[config.mk]
export PLATFORM = sky130hd
export DESIGN_NAME = cyclo_downconvert_mult
export DESIGN_NICKNAME = d
export VERILOG_FILES = /design/src/rtl/cyclo_downconvert_mult.sv
export SDC_FILE = /design/constraint.sdc
export NUM_CORES = 2
export LEC_CHECK = 0
export ABC_CLOCK_PERIOD_IN_PS = 5900
export BUFFER_PORTS_ARGS = -buffer_cell sky130_fd_sc_hd__buf_2
export CORE_UTILIZATION = 45
export DETAILED_ROUTE_END_ITERATION = 6
export GPL_ROUTABILITY_DRIVEN = 1
export HOLD_SLACK_MARGIN = 0.08
export SYNTH_ARGS = -nofsm -noshare
export SYNTH_HDL_FRONTEND = slang
export SYNTH_SLANG_ARGS = --single-unit
[constraint.sdc]
create_clock -name clock -period 5.9 [get_ports clock]
set_input_delay 1.18 -clock clock [delete_from_list [all_inputs] [get_ports clock]]
set_output_delay 1.18 -clock clock [all_outputs]
set_load 0.03 [all_outputs]
[src/rtl/cyclo_downconvert_mult.sv]
// FAM channelizer downconversion: multiplies each FFT sample X(p,m) by its LUT phase coefficient.
// Four register stages (capture, products, sums, round/saturate) with sample/block tracking and framing check.
module cyclo_downconvert_mult #(
  parameter int P       = 1024,
  parameter int NP      = 1024,
  parameter int NB_DATA = 16,
  parameter int NB_EXP  = 10,
  parameter int NB_OUT  = 16,
  localparam int MW = (NP > 1) ? $clog2(NP) : 1,
  localparam int PW = (P > 1) ? $clog2(P) : 1
) (
  input  logic                      clock,
  input  logic                      i_reset,
  input  logic                      i_enable,
  input  logic signed [NB_DATA-1:0] i_fft_real,
  input  logic signed [NB_DATA-1:0] i_fft_imag,
  input  logic                      i_fft_tvalid,
  input  logic                      i_fft_tlast,
  input  logic signed [NB_EXP-1:0]  i_exp_real,
  input  logic signed [NB_EXP-1:0]  i_exp_imag,
  output logic signed [NB_OUT-1:0]  o_prod_real,
  output logic signed [NB_OUT-1:0]  o_prod_imag,
  output logic                      o_tvalid,
  output logic                      o_tlast,
  output logic [MW-1:0]             o_sample_idx,
  output logic [PW-1:0]             o_block_idx,
  output logic                      o_frame_err,
  output logic                      o_sat
);

  localparam int NB_PROD = NB_DATA + NB_EXP;
  localparam int NB_SUM  = NB_PROD + 1;
  localparam int SHIFT   = NB_EXP - 2;
  localparam int NB_SH   = NB_SUM - SHIFT;
  localparam logic [MW-1:0] M_LAST = MW'(NP - 1);
  localparam logic [PW-1:0] P_LAST = PW'(P - 1);
  localparam logic signed [NB_SUM-1:0] ROUND   = NB_SUM'(2 ** (SHIFT - 1));
  localparam logic [NB_OUT-1:0]        OUT_MAX = {1'b0, {(NB_OUT-1){1'b1}}};
  localparam logic [NB_OUT-1:0]        OUT_MIN = {1'b1, {(NB_OUT-1){1'b0}}};
  localparam logic signed [NB_SH-1:0]  SAT_MAX = NB_SH'(OUT_MAX);
  localparam logic signed [NB_SH-1:0]  SAT_MIN = ~SAT_MAX;

  logic accept, m_last;
  logic [MW-1:0] m_reg;
  logic [PW-1:0] p_reg;
  logic          frame_err_reg;

  assign accept = i_enable & i_fft_tvalid;
  assign m_last = (m_reg == M_LAST);

  // An early tlast closes the block: m resyncs to 0 and p advances as on a normal wrap
  always_ff @(posedge clock) begin
    if (i_reset) begin
      m_reg         <= '0;
      p_reg         <= '0;
      frame_err_reg <= 1'b0;
    end else if (accept) begin
      if (i_fft_tlast ^ m_last) frame_err_reg <= 1'b1;
      if (i_fft_tlast | m_last) begin
        m_reg <= '0;
        p_reg <= (p_reg == P_LAST) ? '0 : p_reg + PW'(1);
      end else begin
        m_reg <= m_reg + MW'(1);
      end
    end
  end

  logic                      valid0_reg, tlast0_reg;
  logic [MW-1:0]             m0_reg;
  logic [PW-1:0]             p0_reg;
  logic signed [NB_DATA-1:0] ar0_reg, ai0_reg;

  always_ff @(posedge clock) begin
    if (i_reset) begin
      valid0_reg <= 1'b0;
      tlast0_reg <= 1'b0;
      m0_reg     <= '0;
      p0_reg     <= '0;
      ar0_reg    <= '0;
      ai0_reg    <= '0;
    end else begin
      valid0_reg <= accept;
      if (accept) begin
        tlast0_reg <= m_last;
        m0_reg     <= m_reg;
        p0_reg     <= p_reg;
        ar0_reg    <= i_fft_real;
        ai0_reg    <= i_fft_imag;
      end
    end
  end

  // The LUT coefficient for the sample held in stage 0 is presented on i_exp_* this cycle
  logic                      valid1_reg, tlast1_reg;
  logic [MW-1:0]             m1_reg;
  logic [PW-1:0]             p1_reg;
  logic signed [NB_PROD-1:0] prr_reg, pii_reg, pri_reg, pir_reg;

  always_ff @(posedge clock) begin
    if (i_reset) begin
      valid1_reg <= 1'b0;
      tlast1_reg <= 1'b0;
      m1_reg     <= '0;
      p1_reg     <= '0;
      prr_reg    <= '0;
      pii_reg    <= '0;
      pri_reg    <= '0;
      pir_reg    <= '0;
    end else begin
      valid1_reg <= valid0_reg;
      if (valid0_reg) begin
        tlast1_reg <= tlast0_reg;
        m1_reg     <= m0_reg;
        p1_reg     <= p0_reg;
        prr_reg    <= NB_PROD'(ar0_reg) * NB_PROD'(i_exp_real);
        pii_reg    <= NB_PROD'(ai0_reg) * NB_PROD'(i_exp_imag);
        pri_reg    <= NB_PROD'(ar0_reg) * NB_PROD'(i_exp_imag);
        pir_reg    <= NB_PROD'(ai0_reg) * NB_PROD'(i_exp_real);
      end
    end
  end

  logic                     valid2_reg, tlast2_reg;
  logic [MW-1:0]            m2_reg;
  logic [PW-1:0]            p2_reg;
  logic signed [NB_SUM-1:0] re_reg, im_reg;

  always_ff @(posedge clock) begin
    if (i_reset) begin
      valid2_reg <= 1'b0;
      tlast2_reg <= 1'b0;
      m2_reg     <= '0;
      p2_reg     <= '0;
      re_reg     <= '0;
      im_reg     <= '0;
    end else begin
      valid2_reg <= valid1_reg;
      if (valid1_reg) begin
        tlast2_reg <= tlast1_reg;
        m2_reg     <= m1_reg;
        p2_reg     <= p1_reg;
        re_reg     <= NB_SUM'(prr_reg) - NB_SUM'(pii_reg);
        im_reg     <= NB_SUM'(pri_reg) + NB_SUM'(pir_reg);
      end
    end
  end

  function automatic logic [NB_OUT:0] saturate(input logic signed [NB_SH-1:0] x);
    if (x > SAT_MAX) return {1'b1, OUT_MAX};
    if (x < SAT_MIN) return {1'b1, OUT_MIN};
    return {1'b0, x[NB_OUT-1:0]};
  endfunction

  // Round half up in Q2.8 then drop the fraction; arithmetic shift keeps sign
  logic signed [NB_SUM-1:0] re_rnd, im_rnd;
  logic signed [NB_SH-1:0]  re_sh, im_sh;
  logic [NB_OUT:0]          re_sat, im_sat;

  assign re_rnd = re_reg + ROUND;
  assign im_rnd = im_reg + ROUND;
  assign re_sh  = NB_SH'(re_rnd >>> SHIFT);
  assign im_sh  = NB_SH'(im_rnd >>> SHIFT);
  assign re_sat = saturate(re_sh);
  assign im_sat = saturate(im_sh);

  logic sat_reg;

  always_ff @(posedge clock) begin
    if (i_reset) begin
      o_tvalid     <= 1'b0;
      o_tlast      <= 1'b0;
      o_prod_real  <= '0;
      o_prod_imag  <= '0;
      o_sample_idx <= '0;
      o_block_idx  <= '0;
      sat_reg      <= 1'b0;
    end else begin
      o_tvalid <= valid2_reg;
      o_tlast  <= valid2_reg & tlast2_reg;
      if (valid2_reg) begin
        o_prod_real  <= re_sat[NB_OUT-1:0];
        o_prod_imag  <= im_sat[NB_OUT-1:0];
        o_sample_idx <= m2_reg;
        o_block_idx  <= p2_reg;
        if (re_sat[NB_OUT] | im_sat[NB_OUT]) sat_reg <= 1'b1;
      end
    end
  end

  assign o_frame_err = frame_err_reg;
  assign o_sat       = sat_reg;

endmodule

==> flow_summary.json <==
{
  "cts-buffers-inserted": 41,
  "arrival_ps": 6300,
  "seq_area_frac_synth_pct": 17.1,
  "syn_area_per_cell_um2": 8.61,
  "ys.flop_type": "dfxtp_1",
  "io_pins": 113,
  "cts_hold_repair.buffers": 0,
  "top_layer": "met5",
  "grt_pass1_vias": 28900,
  "path_clk_slew_ps": 60,
  "fin_skew_ps": 32.3,
  "period_share_pct": 98.0,
  "clock_path_buffers": 3,
  "synth_cell_types": 78,
  "synth_top_area_share_pct": 29.9,
  "die_area_um2": 83800,
  "crit_chain": "buf_2 -> buf_12 -> nand2_1 -> fa_1 -> inv_1 -> fa_1 -> inv_1 -> fa_1 -> inv_1 -> fa_1 -> inv_1 -> fa_1 -> inv_1 -> ha_4 -> nand4_1 -> a31oi_4 -> o2111ai_2 -> nand2_2 -> buf_4 -> a41oi_2 -> xnor2_1 -> buf_4 -> mux2i_1 -> nor2_1",
  "wl_per_cell_um": 17.6,
  "critPathRequiredTime_ps": 6420,
  "slew-limit-headroom_pct": 31.9,
  "nets": 5592,
  "critPathMaxFanout": 13,
  "p_leak_nw": 21.3,
  "timing.hold.ws_ps": 455,
  "core_area_um2": 82000,
  "die_x_um": 289,
  "ys_top_cells_by_count": "775 x inv_1, 570 x nand2_1, 556 x fa_1, 363 x nor2_1, 318 x dfxtp_1",
  "ys_async_sr_fraction_pct": 0,
  "fin_crit_ps": 5780,
  "clock_latency_ps": 590,
  "status": "finished clean",
  "setup_viol": 0,
  "criticalPathCategory": "input port to register",
  "first_iter_violations": 1681,
  "dr.pass1.iters": 5,
  "dieHeight_um": 289,
  "critPathTopFamily": "adder cells",
  "clock-sinks": 318,
  "synth_top_area_cell": "fa_1",
  "cpPeakStageDelay_ps": 520,
  "p_total_w": 0.0107,
  "grt_max_degree": 75,
  "tightest_slew_ps": 1020,
  "initial_core_util_pct": 45.4,
  "peakVddDrop_v": 0.000338,
  "synth_nets": 5230,
  "cts_root_buf": "clkbuf_16",
  "grt_setup_unrepaired": "true",
  "m1WireLength_um": 47400,
  "gp_congestion": 0.907,
  "rows": 105,
  "endpoint_kind": "register",
  "overflow": 0,
  "yosys_register_bits": 318,
  "ys_warn_count": 0,
  "grt_pass1_wl_um": 161000,
  "dr_wl_met3_um": 5380,
  "hold_viol": 0,
  "fin_util_pct": 53.3,
  "antenna_found_initial": 4,
  "final_area_um2": 43700,
  "drv_cap": 0,
  "powerDensity_nw_per_um2": 244,
  "min-delay-path-class": "register to register",
  "max_freq_mhz": 173,
  "ys_top_cells_by_area": "fa_1 30%, dfxtp_1 17%, ha_1 10%",
  "routed_via_density": 5.08,
  "io_buffers": 112,
  "drive_gt1_share_pct": 14.8,
  "slew_violations": 0,
  "synth.most_common_cell": "inv_1",
  "cpMaxStageDelayCell": "fa_1",
  "wl_um": 102000,
  "syn_inst": 4318,
  "critical_path.startpoint_type": "input port",
  "drc": 0,
  "grt_usage_pct": 24.6,
  "path_buf_inv": 9,
  "num_vias": 29400,
  "placed_area_um2": 41900,
  "place_inst": 5702,
  "synth_edf_count": 0,
  "ant_nets": 0,
  "fin_cells": 5783,
  "dp_hpwl_um": 81400,
  "fill_cells": 7766,
  "syn_to_final_growth_pct": 17.6,
  "htree_levels": 2,
  "dr_wl_met2_um": 46300,
  "tritoncts": "done",
  "syn_area_um2": 37200
}
[layout make-up]
| type | count | area (µm²) | share of cell area [%] |
|---|---|---|---|
| sequential | 318 | 6370 | 14.6 |
| tap | 1070 | 1340 | 3.06 |
| clock inverter | 28 | 360 | 0.824 |
| antenna | 1 | 2.50 | 0.00572 |
| inverter | 778 | 2920 | 6.69 |
| timing repair buffer | 529 | 4140 | 9.46 |
| multi-input combinational | 3012 | 27500 | 62.9 |
| clock buffer | 47 | 1100 | 2.51 |
[worst register-to-register path, cell delays in order, from the launching register on]
cell and delay (ps):
dfxtp_1 460, buf_4 250, and2_1 150, fa_1 530, inv_1 50, fa_1 520
inv_1 50, fa_1 450, fa_1 490, inv_1 50, fa_1 490, inv_1 50
ha_1 310, o21ai_1 240, a31oi_4 70, o2111ai_2 280, nand2_2 130, buf_4 160
a41oi_2 210, xnor2_1 150, buf_4 180, mux2i_1 130, nor2_1 50
[logic make-up after synthesis]
kind of cell / Yosys count / share of synthesized area, %
xor+xnor: 172 / 4.05
flops: 318 / 17.1
buf+inv: 988 / 10.0
mux: 142 / 3.82
simple gates: 1378 / 16.8
fa+ha+maj: 855 / 40.0
compound gates: 465 / 8.15
[path summary, 6_finish.rpt]
kind                                    start  cells after the start     endpoint  slack (ps)
worst max register to register     ai0_reg[5]                     22  pir_reg[19]         310
worst min register to register      m0_reg[7]                      2    m0_reg[7]         460
worst min-delay path                m0_reg[7]                      2    m0_reg[7]         460
worst max-delay path            i_exp_real[3]                     24  pir_reg[19]         120
[report_power, final]
part	switching, W	leakage [nW]	total, W	internal, W
clock	0.00113	0.708	0.00272	0.00159
sequential	0.000136	2.58	0.00238	0.00224
combinational	0.00301	18.1	0.00556	0.00255
[per-layer routing]
metal	global-route usage, %	up-vias
met5	0	-
met4	5.84	4
met3	3.30	126
met2	39.4	686
met1	35.0	14400
li1	-	14200
[through the flow]
stage | worst slack, ps | TNS (ps)
4_1_cts | 10.3 | 0
3_5_place_dp | -739 | -26060
6_report | 115 | 0
5_1_grt | -48.1 | -119
2_1_floorplan | -21.9 | -33.7
3_3_place_gp | -838 | -24590
[repair_timing]
item / CTS / global route
buffers inserted: 0 / 4
endpoints found under the setup margin: 8 / 41
cloned: 0 / 1
pin swaps: 0 / 22
gates resized for setup: 5 / 79
[placed cells by master, fill, tap and decap left out, drive strengths merged, types with 49 or more instances in the layout]
master,netlist,layout
a21oi,155,155
and2,233,233
xnor2,113,113
nor2,363,363
nand3,49,49
o21ai,74,74
buf,29,525
xor2,59,59
ha,299,299
a21o,50,50
mux2i,142,142
nand2,570,570
fa,556,556
clkbuf,181,51
dfxtp,318,318
inv,775,780
No activity file was read; power rests on OpenSTA's default activity.
